[src/rtl/vga_scan_out.sv]
// vga_scan_out: 640x480@60 VGA scan-out for the 9-bit (RGB 3:3:3) video memory.
// Stage 0 runs the raster counters and the linear read address, stage 1 waits
// out the one-clock memory read latency, stage 2 registers the DAC pins.
// Optional feature macro: TEST_PATTERN_EN adds tp_sel, which replaces the
// memory colour with eight 80-pixel vertical colour bars.
module vga_scan_out #(
    parameter int H_ACTIVE = 640,
    parameter int H_FP     = 16,
    parameter int H_SYNC   = 96,
    parameter int H_BP     = 48,
    parameter int V_ACTIVE = 480,
    parameter int V_FP     = 10,
    parameter int V_SYNC   = 2,
    parameter int V_BP     = 33
) (
    input  logic        clk,
    input  logic        rst_n,
    input  logic        en,
`ifdef TEST_PATTERN_EN
    input  logic        tp_sel,
`endif
    output logic [18:0] raddr,
    input  logic [8:0]  rdata,
    output logic [7:0]  vga_r,
    output logic [7:0]  vga_g,
    output logic [7:0]  vga_b,
    output logic        vga_hs,
    output logic        vga_vs,
    output logic        vga_blank_n,
    output logic        vblank,
    output logic        vblank_start
);

    localparam int HT = H_ACTIVE + H_FP + H_SYNC + H_BP;
    localparam int VT = V_ACTIVE + V_FP + V_SYNC + V_BP;

    localparam logic [9:0] H_LAST = 10'(HT - 1);
    localparam logic [9:0] V_LAST = 10'(VT - 1);
    localparam logic [9:0] H_ACT  = 10'(H_ACTIVE);
    localparam logic [9:0] V_ACT  = 10'(V_ACTIVE);
    localparam logic [9:0] HS_BEG = 10'(H_ACTIVE + H_FP);
    localparam logic [9:0] HS_END = 10'(H_ACTIVE + H_FP + H_SYNC);
    localparam logic [9:0] VS_BEG = 10'(V_ACTIVE + V_FP);
    localparam logic [9:0] VS_END = 10'(V_ACTIVE + V_FP + V_SYNC);

    // Replicate a 3-bit colour field across 8 bits so 7 maps to 0xFF.
    function automatic logic [7:0] expand3(input logic [2:0] c);
        return {c, c, c[2:1]};
    endfunction

    logic [9:0]  hcnt_q, hcnt_d;
    logic [9:0]  vcnt_q, vcnt_d;
    logic [18:0] addr_q, addr_d;
    logic        active0, hs0, vs0, vb0;
    logic        active1_q, active1_d;
    logic        hs1_q, hs1_d;
    logic        vs1_q, vs1_d;
    logic [7:0]  r_q, r_d, g_q, g_d, b_q, b_d;
    logic        hs_q, hs_d;
    logic        vs_q, vs_d;
    logic        blank_n_q, blank_n_d;
    logic        vblank_q, vblank_d;
    logic        vblank_start_q, vblank_start_d;

`ifdef TEST_PATTERN_EN
    logic [9:0]  hcnt1_q, hcnt1_d;
    logic [2:0]  bar_idx;
    assign bar_idx = 3'(hcnt1_q / 10'd80);
`endif

    // Stage-0 raster decode: visible region, sync pulses and vertical blank.
    always_comb begin
        active0 = (hcnt_q < H_ACT) && (vcnt_q < V_ACT);
        hs0     = !((hcnt_q >= HS_BEG) && (hcnt_q < HS_END));
        vs0     = !((vcnt_q >= VS_BEG) && (vcnt_q < VS_END));
        vb0     = (vcnt_q >= V_ACT);
    end

    // Raster counters and read address; the address only advances on visible
    // pixels so it needs no multiply and parks on the next line's first pixel.
    always_comb begin
        hcnt_d = hcnt_q;
        vcnt_d = vcnt_q;
        addr_d = addr_q;
        if (!en) begin
            hcnt_d = '0;
            vcnt_d = '0;
            addr_d = '0;
        end else begin
            if (hcnt_q == H_LAST) begin
                hcnt_d = '0;
                vcnt_d = (vcnt_q == V_LAST) ? 10'd0 : vcnt_q + 10'd1;
            end else begin
                hcnt_d = hcnt_q + 10'd1;
            end
            if ((hcnt_q == H_LAST) && (vcnt_q == V_LAST)) begin
                addr_d = '0;
            end else if (active0) begin
                addr_d = addr_q + 19'd1;
            end
        end
    end

    // Stage 1/2 and blank status; en low flushes everything to idle values.
    always_comb begin
        active1_d      = en & active0;
        hs1_d          = !en | hs0;
        vs1_d          = !en | vs0;
        r_d            = '0;
        g_d            = '0;
        b_d            = '0;
        if (en && active1_q) begin
            r_d = expand3(rdata[8:6]);
            g_d = expand3(rdata[5:3]);
            b_d = expand3(rdata[2:0]);
`ifdef TEST_PATTERN_EN
            // Bars run white, yellow, cyan, green, magenta, red, blue, black.
            if (tp_sel) begin
                r_d = {8{~bar_idx[1]}};
                g_d = {8{~bar_idx[2]}};
                b_d = {8{~bar_idx[0]}};
            end
`endif
        end
        hs_d           = !en | hs1_q;
        vs_d           = !en | vs1_q;
        blank_n_d      = en & active1_q;
        vblank_d       = en & vb0;
        vblank_start_d = en & vb0 & !vblank_q;
`ifdef TEST_PATTERN_EN
        hcnt1_d        = en ? hcnt_q : 10'd0;
`endif
    end

    // All pipeline state, cleared asynchronously to the idle raster.
    always_ff @(posedge clk or negedge rst_n) begin
        if (!rst_n) begin
            hcnt_q         <= '0;
            vcnt_q         <= '0;
            addr_q         <= '0;
            active1_q      <= 1'b0;
            hs1_q          <= 1'b1;
            vs1_q          <= 1'b1;
            r_q            <= '0;
            g_q            <= '0;
            b_q            <= '0;
            hs_q           <= 1'b1;
            vs_q           <= 1'b1;
            blank_n_q      <= 1'b0;
            vblank_q       <= 1'b0;
            vblank_start_q <= 1'b0;
`ifdef TEST_PATTERN_EN
            hcnt1_q        <= '0;
`endif
        end else begin
            hcnt_q         <= hcnt_d;
            vcnt_q         <= vcnt_d;
            addr_q         <= addr_d;
            active1_q      <= active1_d;
            hs1_q          <= hs1_d;
            vs1_q          <= vs1_d;
            r_q            <= r_d;
            g_q            <= g_d;
            b_q            <= b_d;
            hs_q           <= hs_d;
            vs_q           <= vs_d;
            blank_n_q      <= blank_n_d;
            vblank_q       <= vblank_d;
            vblank_start_q <= vblank_start_d;
`ifdef TEST_PATTERN_EN
            hcnt1_q        <= hcnt1_d;
`endif
        end
    end

    assign raddr        = addr_q;
    assign vga_r        = r_q;
    assign vga_g        = g_q;
    assign vga_b        = b_q;
    assign vga_hs       = hs_q;
    assign vga_vs       = vs_q;
    assign vga_blank_n  = blank_n_q;
    assign vblank       = vblank_q;
    assign vblank_start = vblank_start_q;

endmodule

[config.mk]
export PLATFORM = sky130hd
export DESIGN_NAME = vga_scan_out
export DESIGN_NICKNAME = d
export VERILOG_FILES = /design/src/rtl/vga_scan_out.sv
export SDC_FILE = /design/constraint.sdc
export NUM_CORES = 1
export LEC_CHECK = 0
export CAP_MARGIN = 20
export CORE_ASPECT_RATIO = 2
export CORE_MARGIN = 4
export CORE_UTILIZATION = 60
export DETAILED_ROUTE_END_ITERATION = 6
export DONT_BUFFER_PORTS = 1
export GPL_ROUTABILITY_DRIVEN = 0
export HOLD_SLACK_MARGIN = 0.03
export PLACE_DENSITY = 0.83
export SETUP_SLACK_MARGIN = 0.2
export SYNTH_ARGS = -nofsm -noshare
export SYNTH_HDL_FRONTEND = slang
export SYNTH_SLANG_ARGS = --single-unit
[constraint.sdc]
create_clock -name clk -period 2.1 [get_ports clk]
set_input_delay 0.42 -clock clk [delete_from_list [all_inputs] [get_ports clk]]
set_output_delay 0.42 -clock clk [all_outputs]
set_load 0.005 [all_outputs]
==> summary.md <==
| Metric | Value |
|---|---|
| Antenna violations before repair | `0` |
| Layout area overhead | `8.94%` |
| Core Footprint | `4640 µm²` |
| Largest net degree at the start of global routing | `57` |
| Setup tns final | `0 ns` |
| Outcome | `finished, final reports clean` |
| CP Class | `reg2reg` |
| Sequential area share after synthesis | `0.488` |
| Die Ht | `106 µm` |
| Total Die Area | `6050 µm²` |
| PnR Total Power | `1.84 mW` |
| Yosys top cell area share | `0.451` |
| Port bufs | `0` |
| # nets final | `307` |
| # diodes | `0` |
| Post-synth top flop | `dfrtp_1` |
| Starting DRT DRC Count | `89` |
| RSZ-0062 raised after global routing | `false` |
| Worst slew margin | `0.782` |
| GRT Total Usage | `0.214` |
| Post-synth ARST share | `1.00` |
| PwrDens | `587 nW/µm²` |
| Chip Width | `57.0 µm` |
| Final Util | `0.677` |
| Final Worst Setup Slack | `0.223 ns` |
| Syn Std Cell Area | `2880 µm²` |
| Post-synth EDFFs | `0` |
| Crit start category | `register` |
| Avg Synthesized Cell Area | `10.4 µm²` |
| Row count | `35` |
| CTS Buf Count | `5` |
| P_leak | `1.30 nW` |
| First-pass GRT wire length | `10,200 µm` |
| Synth top area cells | `dfrtp_1 45%, buf_4 3.9%, dfstp_2 3.6%` |
| Filler cells | `355` |
| Top-count cell post-synth | `dfrtp_1` |
| Vias per cell | `6.47` |
| WP data required | `2.34 ns` |
| Drt total wl | `6520 µm` |
| I/O pins | `60` |
| Synth top cells by count | `52 x dfrtp_1, 21 x nand2_1, 17 x a21oi_1, 17 x nand3_1, 15 x buf_4` |
| Post-synth top area cell | `dfrtp_1` |
| Cells after Synth | `278` |
| Clock slew at reported path FFs | `0.10 ns` |
| Fraction of layout instances using a drive strength above 1 | `0.203` |
| F_max | `533 MHz` |
| Fin crit share | `0.894` |
| Detailed placer's ending HPWL | `4620 µm` |
| Fin. Hold Viols | `0` |
| Max Slew Vio Count | `0` |
| Final instance area | `3140 µm²` |
| Grt total ovfl | `0` |
| First drt pass iteration count | `4` |
| Worst Skew | `0.00939 ns` |
| # DRC | `0` |
| Vias in the first global route | `2,274` |
| Synth warn | `0` |
| Final ANT Viol Nets | `0` |
| Starting Density | `0.621` |
| Clk sinks | `56` |
| CTS tree | `done` |
| Area occupied by multi-input gates | `1280 µm²` |
| Max-capacitance violation count | `0` |
| Clock buffer depth | `2` |
| Critical path capture point type | `register` |
| Root Buffer | `clkbuf_8` |
| Post-DP Area | `2870 µm²` |
| CP arrival | `2.12 ns` |
| Worst VDD drop | `555 µV` |
| Final Setup Violations | `0` |
| H-Tree Depth | `2` |
| Via count | `2,232` |
| Tmin final | `1.88 ns` |
| Number of synthesized register bits | `56` |
| Routed len/inst | `18.9 µm` |
| FF/Latch Area | `1410 µm²` |
| Synth cell types | `48` |
| Setup slack at placement | `0.218 ns` |
| Syn nets | `296` |
| Clock Latency Late Sink | `0.31 ns` |
| Worst Max-Slew Pin Slew | `0.327 ns` |
| Worst Hold Class | `in2reg` |
| Critical path fanouts, max | `5` |
-- report_power, final --
part / switching [mW] / internal [mW]
Clock: 0.368 / 0.245
Sequential: 0.0260 / 1.10
Combinational: 0.0611 / 0.0469
Total: 0.455 / 1.39
-- worst max-delay path: stages (launching register included) --
cell     delay (ns)
dfrtp_2        0.47
a41oi_4        0.30
nand4_1        0.21
buf_4          0.20
or4_1          0.47
a21oi_1        0.16
-- area by class of cell --
| cell class | instances | area share |
|---|---|---|
| Multi-Input combinational cell | 189 | 0.408 |
| Clock buffer | 5 | 0.0219 |
| Clock inverter | 3 | 0.00876 |
| Sequential cell | 56 | 0.449 |
| Timing Repair Buffer | 28 | 0.0793 |
| Inverter | 9 | 0.0108 |
| Tap cell | 55 | 0.0219 |
-- layer usage --
metal,track usage,part of all wire,vias to the layer above
li1,-,-,1026
met1,0.199,0.34,1111
met2,0.404,0.58,68
met3,0.0498,0.040,27
met4,0.123,0.041,0
met5,0,0,-
-- metrics by stage --
stage | std cells | hold WS, ns
floorplan | 278 | 0.124
global placement | 321 | 0.126
detailed placement | 321 | 0.126
CTS | 333 | 0.135
global route | 345 | 0.131
finish | 345 | 0.146
-- path summary, 6_finish.rpt --
kind	start	to	slack [ns]	cells after the start
worst max register to register	vcnt_q[5]$_DFFE_PN0P_	raddr[18]$_DFFE_PN0P_	0.22	5
worst min-delay path	en	vga_vs$_DFF_PN1_	0.15	1
min in group asynchronous	rst_n	raddr[11]$_DFFE_PN0P_	0.62	2
worst min register to register	vblank$_DFF_PN0_	vblank_start$_DFF_PN0_	0.48	1
worst max-delay path	vcnt_q[5]$_DFFE_PN0P_	raddr[18]$_DFFE_PN0P_	0.22	5
max in group asynchronous	rst_n	vga_vs$_DFF_PN1_	1.18	2
-- placed cells by master (no fill, tap or decap), types with 6 or more instances in the layout --
| cell type | netlist | layout |
|---|---|---|
| a21oi_1 | 17 | 17 |
| dfrtp_1 | 52 | 49 |
| or3_1 | 6 | 6 |
| nand4_1 | 7 | 7 |
| and3_1 | 12 | 12 |
| o31ai_1 | 11 | 11 |
| inv_1 | 8 | 8 |
| xnor2_1 | 6 | 6 |
| o21ai_0 | 9 | 9 |
| nand3_1 | 17 | 17 |
| or4_1 | 10 | 10 |
| buf_4 | 15 | 24 |
| nor2_1 | 12 | 12 |
| nand2_1 | 21 | 21 |
-- state kept, by name, summed over array words and instances, names as in the netlist --
name,count
active1_q,1
hcnt_q,10
hs1_q,1
raddr,19
vblank,1
vblank_start,1
vcnt_q,10
vga_b,3
vga_blank_n,1
vga_g,3
vga_hs,1
vga_r,3
vga_vs,1
vs1_q,1
-- timing repair --
item | in CTS | in global routing
hold buffers | 2 | 0
pin swaps | 1 | 4
setup endpoints to repair | 11 | 12
hold endpoints to repair | 56 | 0
resized for setup | 0 | 7
buffers inserted | 2 | 12
-- logic make-up after synthesis --
logic type / Yosys count / share of synthesized area
fa+ha+maj: 6 / 0.0260
mux: 2 / 0.00694
buf+inv: 33 / 0.0725
simple gates: 116 / 0.242
xor+xnor: 10 / 0.0304
flops: 56 / 0.488
compound gates: 55 / 0.134
Note: power is estimated with default switching activity, not from simulation.
